## src/rtl/pal_cfg_loader.sv

```systemverilog
// pal_cfg_loader: serialises a byte-stream PAL bitstream onto cfg_bit/cfg_clk and gates pal_enable
module pal_cfg_loader #(
   parameter int NUM_INPUTS        = 8,
   parameter int NUM_INTERM_STAGES = 11,
   parameter int NUM_OUTPUTS       = 8,
   parameter int HALF_PERIOD       = 2
) (
   input  logic       clk,
   input  logic       rst_n,
   input  logic       start,
   input  logic       abort,
   input  logic       enable_req,
   input  logic [7:0] byte_data,
   input  logic       byte_valid,
   output logic       byte_ready,
   output logic       cfg_bit,
   output logic       cfg_clk,
   output logic       pal_enable,
   output logic       busy,
   output logic       done
);
   localparam int BITSTREAM_LEN = 2*NUM_INPUTS*NUM_INTERM_STAGES + NUM_INTERM_STAGES*NUM_OUTPUTS;
   localparam int CW = $clog2(BITSTREAM_LEN + 1);
   localparam int PW = $clog2(HALF_PERIOD + 1);
   localparam logic [CW-1:0] LAST_BIT = CW'(BITSTREAM_LEN);
   localparam logic [PW-1:0] PH_LAST = PW'(HALF_PERIOD - 1);
   localparam logic [2:0] IDLE = 3'd0, FETCH = 3'd1, LOW = 3'd2, HIGH = 3'd3, FINISH = 3'd4;

   logic [2:0]    state_q, state_d;
   logic [7:0]    shreg_q, shreg_d;
   logic [CW-1:0] bit_cnt_q, bit_cnt_d;
   logic [2:0]    bib_q, bib_d;
   logic [PW-1:0] ph_q, ph_d;
   logic          configured_q, configured_d;
   logic          cfg_bit_q, cfg_bit_d;
   logic          cfg_clk_q, cfg_clk_d;
   logic          byte_ready_q, byte_ready_d;
   logic          busy_q, busy_d;
   logic          done_q, done_d;
   logic          pal_enable_q, pal_enable_d;
   logic          ph_end;

   // next state, shift datapath and registered-output decode; abort overrides everything
   always_comb begin
      state_d      = state_q;
      shreg_d      = shreg_q;
      bit_cnt_d    = bit_cnt_q;
      bib_d        = bib_q;
      configured_d = configured_q;
      ph_end       = ph_q == PH_LAST;
      if (abort) begin
         state_d      = IDLE;
         configured_d = 1'b0;
      end else begin
         case (state_q)
            IDLE: if (start) begin
               state_d      = FETCH;
               configured_d = 1'b0;
               bit_cnt_d    = '0;
            end
            FETCH: if (byte_valid) begin
               shreg_d = byte_data;
               bib_d   = '0;
               state_d = LOW;
            end
            LOW: if (ph_end) state_d = HIGH;
            HIGH: if (ph_end) begin
               bit_cnt_d = bit_cnt_q + 1'b1;
               shreg_d   = {1'b0, shreg_q[7:1]};
               bib_d     = bib_q + 1'b1;
               state_d   = bit_cnt_d == LAST_BIT ? FINISH : bib_q == 3'd7 ? FETCH : LOW;
            end
            default: state_d = IDLE;
         endcase
      end
      if (state_d == FINISH) configured_d = 1'b1;
      ph_d         = state_d != state_q ? '0 : ph_q + 1'b1;
      byte_ready_d = state_d == FETCH;
      cfg_clk_d    = state_d == HIGH;
      busy_d       = state_d == FETCH || state_d == LOW || state_d == HIGH;
      done_d       = state_d == FINISH;
      cfg_bit_d    = state_d == LOW && state_q != LOW ? shreg_d[0] : cfg_bit_q;
      pal_enable_d = configured_d & ~busy_d & enable_req;
   end

   // state and output registers, cleared asynchronously on reset
   always_ff @(posedge clk or negedge rst_n) begin
      if (!rst_n) begin
         state_q      <= IDLE;
         shreg_q      <= '0;
         bit_cnt_q    <= '0;
         bib_q        <= '0;
         ph_q         <= '0;
         configured_q <= 1'b0;
         cfg_bit_q    <= 1'b0;
         cfg_clk_q    <= 1'b0;
         byte_ready_q <= 1'b0;
         busy_q       <= 1'b0;
         done_q       <= 1'b0;
         pal_enable_q <= 1'b0;
      end else begin
         state_q      <= state_d;
         shreg_q      <= shreg_d;
         bit_cnt_q    <= bit_cnt_d;
         bib_q        <= bib_d;
         ph_q         <= ph_d;
         configured_q <= configured_d;
         cfg_bit_q    <= cfg_bit_d;
         cfg_clk_q    <= cfg_clk_d;
         byte_ready_q <= byte_ready_d;
         busy_q       <= busy_d;
         done_q       <= done_d;
         pal_enable_q <= pal_enable_d;
      end
   end

   assign byte_ready = byte_ready_q;
   assign cfg_bit    = cfg_bit_q;
   assign cfg_clk    = cfg_clk_q;
   assign pal_enable = pal_enable_q;
   assign busy       = busy_q;
   assign done       = done_q;
endmodule

```

## config.mk

```make
export PLATFORM = sky130hd
export DESIGN_NAME = pal_cfg_loader
export DESIGN_NICKNAME = d
export VERILOG_FILES = /design/src/rtl/pal_cfg_loader.sv
export SDC_FILE = /design/constraint.sdc
export NUM_CORES = 1
export LEC_CHECK = 0
export CAP_MARGIN = 20
export CORE_ASPECT_RATIO = 0.75
export CORE_UTILIZATION = 50
export DETAILED_ROUTE_END_ITERATION = 10
export PLACE_DENSITY_LB_ADDON = 0.05
export SETUP_SLACK_MARGIN = 0.3
export SKIP_CTS_REPAIR_TIMING = 1
export SLEW_MARGIN = 20
export SYNTH_ARGS = -nofsm -noshare
export SYNTH_HDL_FRONTEND = slang
export SYNTH_SLANG_ARGS = --single-unit
export TNS_END_PERCENT = 50
```

## constraint.sdc

```tcl
create_clock -name clk -period 3.3 [get_ports clk]
set_input_delay 0.33 -clock clk [delete_from_list [all_inputs] [get_ports clk]]
set_output_delay 0.33 -clock clk [all_outputs]
set_load 0.1 [all_outputs]
```

==> results by group, run 1 <==
Critical path
  • CP top delay family: simple AND/OR/NAND/NOR gates
  • Worst path cell trace: inv_1 > ha_1 > nand2_1 > nor3b_4 > nand2_1 > o32ai_1 > and4b_1
  • Worst r2r src: ph_q[1]
  • Crit path buffers/inverters: 1
  • Startpoint Class: register
  • CP dominant cell by count: nand2_1
  • Worst reg2reg path depth: 7
  • CP Data Required Time: 3.52 ns
  • R2R Path End: pal_enable
  • Worst setup EP type: register
  • Worst EP arrival: 2.47 ns
  • CP max stage delay: 0.46 ns
  • WP depth: 7
  • Reg-to-reg setup timing slack: 1.05 ns
  • Critical-path maximum fanout: 14
  • Critical path class: reg2reg
  • Slowest cell on crit path: nor3b_4

Layout
  • Commonest non-fill, non-tap cell in the layout: dfrtp_1
  • FILL cells: 253
  • Layout cell share with drive strength beyond 1: 8.38%
  • N_diodes: 0
  • FF/Latch Area: 801 µm²
  • Nets: 209
  • Area occupied by multi-input gates: 779 µm²
  • Fin util: 64.0%
  • Commonest cells after routing, fill and taps aside: dfrtp_1 (32), clkdlybuf4s50_1 (19), nor2_1 (17), nand2_1 (15), o21ai_0 (14)
  • Area grow syn2layout: 18.1%

Power and ir drop
  • Leakage: 0.870 nW
  • Max VDD drop: 0.381 mV
  • Power density over the cells: 559 nW/µm²

Die
  • Core area: 3040 µm²
  • I/O Pins: 20
  • Die area: 3530 µm²
  • Initial core utilization: 54.2%
  • FP Rows: 17
  • Die Wd: 68.3 µm
  • Die height: 51.7 µm

Routing
  • Final wirelength: 3.35 mm
  • DR iter-0 viols: 153
  • Vias: 1313
  • Via density: 5.73
  • Final ANT Viol Nets: 0
  • Drt drc: 0
  • Avg WL per Cell: 14.6 µm
  • Pre-Repair DR Iteration Count: 4

Hold path
  • HP Class: in2async

Global routing
  • Total GRT Usage: 22.4%
  • Antenna violations before repair: 0
  • First-pass GRT wire length: 5.65 mm
  • Largest net degree at the start of global routing: 33
  • GR Overflow Total: 0
  • Vias in the first global route: 1255

Timing
  • Clk_skew: 0.00709 ns
  • Setup TNS: 0 ns
  • Worst slew margin: 35.6%
  • Setup violators final: 0
  • Setup WS post-layout: 1.05 ns
  • Endpoints failing hold: 0
  • Tightest Pin Transition: 0.963 ns
  • Final Cycle Share: 68.1%
  • Fin Hold WS: 0.437 ns
  • Min Tclk post-route: 2.25 ns
  • Fmax: 445 MHz
  • RSZ-0062 raised after global routing: no
  • Fin. max-slew vios: 0

CTS
  • Clk sinks: 32
  • Total CTS buffers: 5
  • Worst skew pair latency: 0.29 ns
  • CTS tree: built
  • CTS Root Buffer Type: clkbuf_8
  • H-tree Lvls: 2
  • CTS Buffer Depth: 2
  • Clock-pin slew on the worst setup and hold paths: 0.06 ns

Place
  • GPL Wtd Cong: 0.831
  • IO buf count: 19
  • Post-detail-place hpwl: 2.32 mm
  • Worst slack, placed: 1.05 ns

Yosys
  • Yosys reg bits: 32
  • Synth cell types: 45
  • Synth Area per Inst: 9.76 µm²
  • Synth warn: 0
  • Fraction of registers with async set/reset: 100%
  • Seq/Total Area, Yosys: 48.6%
  • Post-synth net total: 187
  • EDFF count, synth: 0
  • Synthesized area: 1650 µm²
  • Cells after synthesis: 169
  • Most used DFF post-synth: dfrtp_1

Flow run
  • Max Cap Violations: 0

Run status
  • Outcome: complete, no violations
[routing by layer]
metal  part of all wire [%]  vias up  GRT usage (%)
met1                     51      616           31.4
met5                      0        -              0
li1                       -      653              -
met4                    2.1        0           11.8
met3                    5.0        7           5.26
met2                     42       37           31.5
[synthesized netlist by cell type, types with 2 or more instances]
| library cell | count | area, µm² |
|---|---|---|
| a21oi_1 | 11 | 55.1 |
| a21oi_2 | 3 | 26.3 |
| a22oi_1 | 7 | 52.6 |
| and2_1 | 3 | 18.8 |
| and3_1 | 2 | 12.5 |
| buf_2 | 4 | 20.0 |
| dfrtp_1 | 32 | 801 |
| ha_1 | 4 | 50.1 |
| inv_1 | 10 | 37.5 |
| nand2_1 | 15 | 56.3 |
| nand2b_1 | 2 | 12.5 |
| nand3_1 | 4 | 20.0 |
| nor2_1 | 17 | 63.8 |
| nor2b_1 | 3 | 18.8 |
| nor3_1 | 3 | 15.0 |
| nor4_1 | 2 | 12.5 |
| nor4bb_1 | 2 | 20.0 |
| o21ai_0 | 14 | 70.1 |
| o31ai_1 | 4 | 30.0 |
| xor2_1 | 2 | 17.5 |
[worst reg2reg max path, stage by stage, from the launching register on]
cell,delay (ns)
dfrtp_1,0.36
inv_1,0.05
ha_1,0.21
nand2_1,0.17
nor3b_4,0.46
nand2_1,0.39
o32ai_1,0.29
and4b_1,0.24
[kinds of logic after synthesis]
logic type | synth area share (%)
simple gates | 19.0
fa+ha+maj | 3.04
mux | 1.97
buf+inv | 4.17
xor+xnor | 1.59
flops | 48.6
compound gates | 21.7
[how the worst max path moves through the flow]
stage / startpoint / endpoint
global route: ph_q[1] / pal_enable
global placement: byte_valid / cfg_bit
floorplan: bit_cnt_q[0] / cfg_bit
finish: ph_q[1] / pal_enable
CTS: ph_q[1] / pal_enable
detailed placement: byte_valid / cfg_bit
[final cells by class]
type / count / share of cell area, %
tap: 38 / 2.44
timing repair buffer: 21 / 10.5
clock buffer: 6 / 3.73
clock inverter: 1 / 0.257
sequential: 32 / 41.1
multi-input combinational: 121 / 40.0
inverter: 10 / 1.93
[per-stage QoR]
stage               power [mW]  instance area (µm²)  cells
floorplan                0.730                 1650    169
global placement         0.805                 1870    222
detailed placement       0.815                 1870    222
CTS                       1.10                 1950    229
global route              1.16                 1950    229
finish                    1.09                 1950    229
[flip-flops by register name, summed over array words and instances, names as in the netlist, 2 cells and up]
register,flops
bib_q,3
ph_q,2
state_q,3
bit_cnt_q,9
shreg_q,8
[power breakdown]
| part | switching, mW | total, mW | internal, mW | leakage, nW |
|---|---|---|---|---|
| sequential | 0.0490 | 0.521 | 0.472 | 0.423 |
| combinational | 0.185 | 0.289 | 0.104 | 0.407 |
| clock | 0.136 | 0.279 | 0.143 | 0.0410 |
| total | 0.370 | 1.09 | 0.718 | 0.870 |
Power figures use the tool's default switching activity.
==> run 2, diff against run 1 <==
- CORE_UTILIZATION: 50 -> 49
- clock period: 3.3 -> 1.9 ns (I/O delays scaled with it)
==> results by group, run 2 (synthesized netlist as in run 1, its figures left out) <==
Timing
  • Setup WS post-layout: -0.0921 ns (-1.15 ns)
  • Endpoints failing hold: 0 (unchanged)
  • Min Tclk post-route: 1.99 ns (-0.254 ns)
  • Fin. max-slew vios: 0 (unchanged)
  • Setup TNS: -0.161 ns (-0.161 ns)
  • Final Cycle Share: 105% (+37 points)
  • Worst slew margin: 61.7% (+26 points)
  • Setup violators final: 3 (+3)
  • RSZ-0062 raised after global routing: yes
  • Fmax: 502 MHz (+13%)
  • Clk_skew: 0.00701 ns (-0.0000781 ns)
  • Tightest Pin Transition: 0.567 ns (-0.396 ns)

CTS
  • H-tree Lvls: 2 (unchanged)
  • CTS tree: built
  • Clk sinks: 32 (unchanged)
  • CTS Root Buffer Type: clkbuf_8
  • Worst skew pair latency: 0.28 ns (about the same)
  • Clock-pin slew on the worst setup and hold paths: 0.07 ns (about the same)
  • CTS Buffer Depth: 2 (unchanged)
  • Total CTS buffers: 5 (unchanged)

Die
  • Initial core utilization: 53.8% (-0.38 points)
  • Die Wd: 69.0 µm (+0.98%)
  • FP Rows: 17 (unchanged)
  • Die height: 52.2 µm (+0.98%)
  • Die area: 3600 µm² (+2.0%)
  • I/O Pins: 20 (unchanged)
  • Core area: 3060 µm² (+0.70%)

Layout
  • Design area: 2250 µm² (+15%)
  • Biggest regs: bit_cnt_q x9, shreg_q x8
  • Largest register FFs: 9 (unchanged)
  • Biggest register: bit_cnt_q
  • Layout cell share with drive strength beyond 1: 29.2% (+21 points)
  • Fin util: 73.4% (+9.4 points)
  • Area grow syn2layout: 36.3%
  • Commonest non-fill, non-tap cell in the layout: dfrtp_1
  • FF/Latch Area: 802 µm² (+0.16%)
  • FILL cells: 235 (-7.1%)
  • Nets: 229 (+9.6%)
  • N_diodes: 0 (unchanged)
  • Commonest cells after routing, fill and taps aside: dfrtp_1 (31), buf_4 (26), nor2_1 (15)
  • Area occupied by multi-input gates: 887 µm² (+14%)

Critical path
  • Worst EP arrival: 2.16 ns (-0.31 ns)
  • Critical-path maximum fanout: 4 (-10)
  • Critical path class: reg2reg
  • Worst setup EP type: register
  • Startpoint Class: register
  • CP Data Required Time: 2.07 ns (-1.45 ns)

Routing
  • Via density: 5.59 (-2.5%)
  • Pre-Repair DR Iteration Count: 4 (unchanged)
  • Final ANT Viol Nets: 0 (unchanged)
  • DR iter-0 viols: 102 (-33%)
  • Vias: 1397 (+6.4%)
  • Avg WL per Cell: 15.0 µm (+2.9%)
  • Drt drc: 0 (unchanged)
  • Final wirelength: 3.76 mm (+12%)

Power and ir drop
  • Max VDD drop: 0.566 mV (+49%)
  • Power density over the cells: 983 nW/µm² (+76%)
  • Leakage: 1.01 nW (+16%)
  • Total power: 2.21 mW (+100%)

Place
  • Post-DP Area: 2040 µm² (+8.8%)
  • Post-detail-place hpwl: 2.67 mm (+15%)
  • IO buf count: 19 (unchanged)
  • GPL Wtd Cong: 0.881 (+5.9%)

Hold path
  • HP Class: in2async

Global routing
  • First-pass GRT wire length: 6.02 mm (+6.6%)
  • GR Overflow Total: 0 (unchanged)
  • Antenna violations before repair: 0 (unchanged)
  • Vias in the first global route: 1301 (+3.7%)
  • Total GRT Usage: 23.5% (+1.1 points)
  • Largest net degree at the start of global routing: 33 (unchanged)

Run status
  • Failing checks: negative setup slack
  • Outcome: complete, but fails checks

Flow run
  • Max Cap Violations: 0 (unchanged)
## run 2: cell type report
class                           instances  area share [%]
Multi-Input combinational cell        121            39.5
Sequential cell                        32            35.7
Timing Repair Buffer                   41            15.5
Clock buffer                            7            4.28
Tap cell                               38            2.11
Inverter                               10            1.67
Clock inverter                          1            1.34
## run 2: stage by stage
stage,std cells,hold slack (ns),setup slack [ns]
after floorplan,169,-0.106,-0.0690
after global placement,240,0.488,-0.00636
after detailed placement,240,0.499,-0.0783
after CTS,248,0.325,-0.117
after global routing,250,0.369,-0.178
final,250,0.304,-0.0921
## run 2: power by group
| part | total [mW] | internal (mW) | switching [mW] |
|---|---|---|---|
| sequential | 0.914 | 0.819 | 0.0946 |
| clock | 0.717 | 0.463 | 0.255 |
| combinational | 0.579 | 0.230 | 0.349 |
## run 2: worst max-delay path, stage by stage, from the launching register on
cell	delay (ns)
dfrtp_1	0.41
ha_2	0.21
and2_4	0.16
xnor2_4	0.12
o41ai_4	0.31
a21oi_1	0.18
nor2b_1	0.16
mux2_1	0.33
## run 2: path summary, 6_finish.rpt
kind / to / cells after the start / from / slack (ns)
setup / recovery: cfg_bit / 7 / bit_cnt_q[0] / -0.09
setup reg to reg: cfg_bit / 7 / bit_cnt_q[0] / -0.09
hold / removal: bit_cnt_q[4] / 2 / rst_n / 0.30
hold reg to reg: cfg_bit / 1 / cfg_bit / 0.51
max in group asynchronous: state_q[1] / 2 / rst_n / 1.28
min in group clk: cfg_bit / 1 / cfg_bit / 0.51
## run 2: metal layers
layer / vias to the layer above / share of wire, % / global-route usage (%)
li1: 688 / - / -
met1: 677 / 50 / 34.1
met2: 28 / 45 / 34.0
met3: 4 / 3.8 / 6.52
met4: 0 / 0.88 / 6.12
met5: - / 0 / 0
==> run 3, diff against run 2 <==
- GPL_TIMING_DRIVEN: not set -> 0
==> results by group, run 3 (synthesized netlist as in run 1, its figures left out) <==
Power and ir drop
  • Power density over the cells: 914 nW/µm² (-7.1%)
  • Total power: 2.06 mW (-6.8%)
  • Max VDD drop: 0.534 mV (-5.8%)
  • Leakage: 1.09 nW (+8.2%)

Layout
  • Biggest register: bit_cnt_q
  • Commonest cells after routing, fill and taps aside: dfrtp_1 (32), nor2_1 (15), nand2_1 (13), buf_4 (12), clkdlybuf4s50_1 (12)
  • Nets: 227 (-0.87%)
  • Area grow syn2layout: 36.7%
  • Fin util: 73.6% (+0.20 points)
  • Commonest non-fill, non-tap cell in the layout: dfrtp_1
  • Layout cell share with drive strength beyond 1: 27.6% (-1.6 points)
  • N_diodes: 0 (unchanged)
  • Biggest regs: bit_cnt_q x9, shreg_q x8
  • Largest register FFs: 9 (unchanged)
  • Post-Layout Cell Count: 248 (-0.80%)

Place
  • IO buf count: 19 (unchanged)
  • GPL Wtd Cong: 0.864 (-1.9%)
  • Placed Cells: 226 (-5.8%)
  • Post-detail-place hpwl: 2.53 mm (-5.3%)

Routing
  • Pre-Repair DR Iteration Count: 4 (unchanged)
  • Via density: 5.86 (+4.9%)
  • DR iter-0 viols: 118 (+16%)
  • Final wirelength: 4.07 mm (+8.1%)
  • Drt drc: 0 (unchanged)
  • Vias: 1454 (+4.1%)
  • Avg WL per Cell: 16.4 µm (+9.0%)
  • Final ANT Viol Nets: 0 (unchanged)

Timing
  • Fmax: 475 MHz (-5.4%)
  • RSZ-0062 raised after global routing: yes
  • Fin. max-slew vios: 0 (unchanged)
  • Setup violators final: 7 (+4)
  • Tightest Pin Transition: 0.961 ns (+0.394 ns)
  • Final Cycle Share: 111% (+6.0 points)
  • Setup WS post-layout: -0.206 ns (-0.114 ns)
  • Min Tclk post-route: 2.11 ns (+0.114 ns)
  • Setup TNS: -0.670 ns (-0.510 ns)
  • Worst slew margin: 35.8% (-26 points)
  • Fin Hold WS: -0.0395 ns (-0.344 ns)
  • Endpoints failing hold: 32 (+32)
  • Clk_skew: 0.00143 ns (-0.00558 ns)

Run status
  • Outcome: complete, but fails checks
  • Failing checks: negative hold slack, negative setup slack

Global routing
  • First-pass GRT wire length: 5.83 mm (-3.2%)
  • GR Overflow Total: 0 (unchanged)
  • Total GRT Usage: 22.9% (-0.51 points)
  • Vias in the first global route: 1247 (-4.2%)
  • Largest net degree at the start of global routing: 33 (unchanged)
  • Antenna violations before repair: 0 (unchanged)

Critical path
  • Critical path class: reg2reg
  • Critical-path maximum fanout: 5 (+1)
  • Worst setup EP type: register
  • Startpoint Class: register
  • Worst EP arrival: 2.27 ns (+0.11 ns)
  • CP Data Required Time: 2.07 ns (about the same)

CTS
  • Total CTS buffers: 5 (unchanged)
  • CTS tree: built
  • Clk sinks: 32 (unchanged)
  • CTS Root Buffer Type: clkbuf_8
  • CTS Buffer Depth: 2 (unchanged)
  • Clock-pin slew on the worst setup and hold paths: 0.07 ns (about the same)
  • Worst skew pair latency: 0.28 ns (about the same)
  • H-tree Lvls: 2 (unchanged)

Die
  • Initial core utilization: 53.8% (unchanged)
  • Core area: 3060 µm² (unchanged)
  • I/O Pins: 20 (unchanged)
  • Die area: 3600 µm² (unchanged)
  • Die Wd: 69.0 µm (unchanged)
  • Die height: 52.2 µm (unchanged)
  • FP Rows: 17 (unchanged)

Flow run
  • Max Cap Violations: 0 (unchanged)

Hold path
  • HP Class: in2async
-- run 3: cell types whose count changed in the layout (fill, tap and decap cells not counted), moves of 3 or more --
cell | previous run | this run
buf_4 | 26 | 12
dlymetal6s2s_1 | 0 | 5
o21ai_0 | 13 | 8
a21oi_2 | 4 | 1
a21oi_4 | 0 | 3
buf_2 | 0 | 3
buf_6 | 2 | 5
-- run 3: layout make-up --
cell class / count / area [µm²]
plain buffers: 6 / 47.5
clock buffers: 8 / 90.1
fillers: 214 / 808
inverters: 10 / 37.5
multi-input cells: 121 / 922
flip-flops and latches: 32 / 801
well taps: 38 / 47.5
repair buffers: 33 / 309
-- run 3: path summary, 6_finish.rpt --
kind                                    from            to  slack, ns  depth (start not counted)
worst max-delay path            bit_cnt_q[0]       cfg_bit      -0.21                          9
worst min-delay path                   rst_n  bit_cnt_q[7]      -0.04                          1
worst max register to register  bit_cnt_q[0]       cfg_bit      -0.21                          9
worst min register to register      bib_q[0]      bib_q[0]       0.47                          1
max in group asynchronous              rst_n    shreg_q[7]       1.48                          1
min in group clk                    bib_q[0]      bib_q[0]       0.47                          1
-- run 3: worst max-delay path, stage by stage (launching register included) --
cell	delay [ns]
dfrtp_1	0.42
ha_2	0.21
and2_4	0.14
buf_6	0.13
xnor2_4	0.15
o41ai_4	0.07
buf_4	0.17
a21oi_4	0.22
nor2b_4	0.18
mux2_4	0.30
-- run 3: through the flow --
step / worst slack [ns] / area (µm²)
after CTS: -0.252 / 2030
after global routing: -0.263 / 2250
final: -0.206 / 2250
after global placement: -0.201 / 1940
after detailed placement: -0.234 / 1940
after floorplan: -0.0690 / 1700
-- run 3: per-layer routing --
layer | share of wire (%) | vias up | GRT usage [%]
met2 | 46 | 57 | 32.5
met4 | 0.98 | 0 | 7.14
met1 | 45 | 705 | 33.9
li1 | - | 685 | -
met5 | 0 | - | 0
met3 | 7.2 | 7 | 5.87
-- run 3: power breakdown --
group | total [mW] | internal [mW] | switching, mW
Sequential | 0.900 | 0.819 | 0.0805
Clock | 0.542 | 0.295 | 0.247
Combinational | 0.619 | 0.232 | 0.387
Total | 2.06 | 1.35 | 0.714
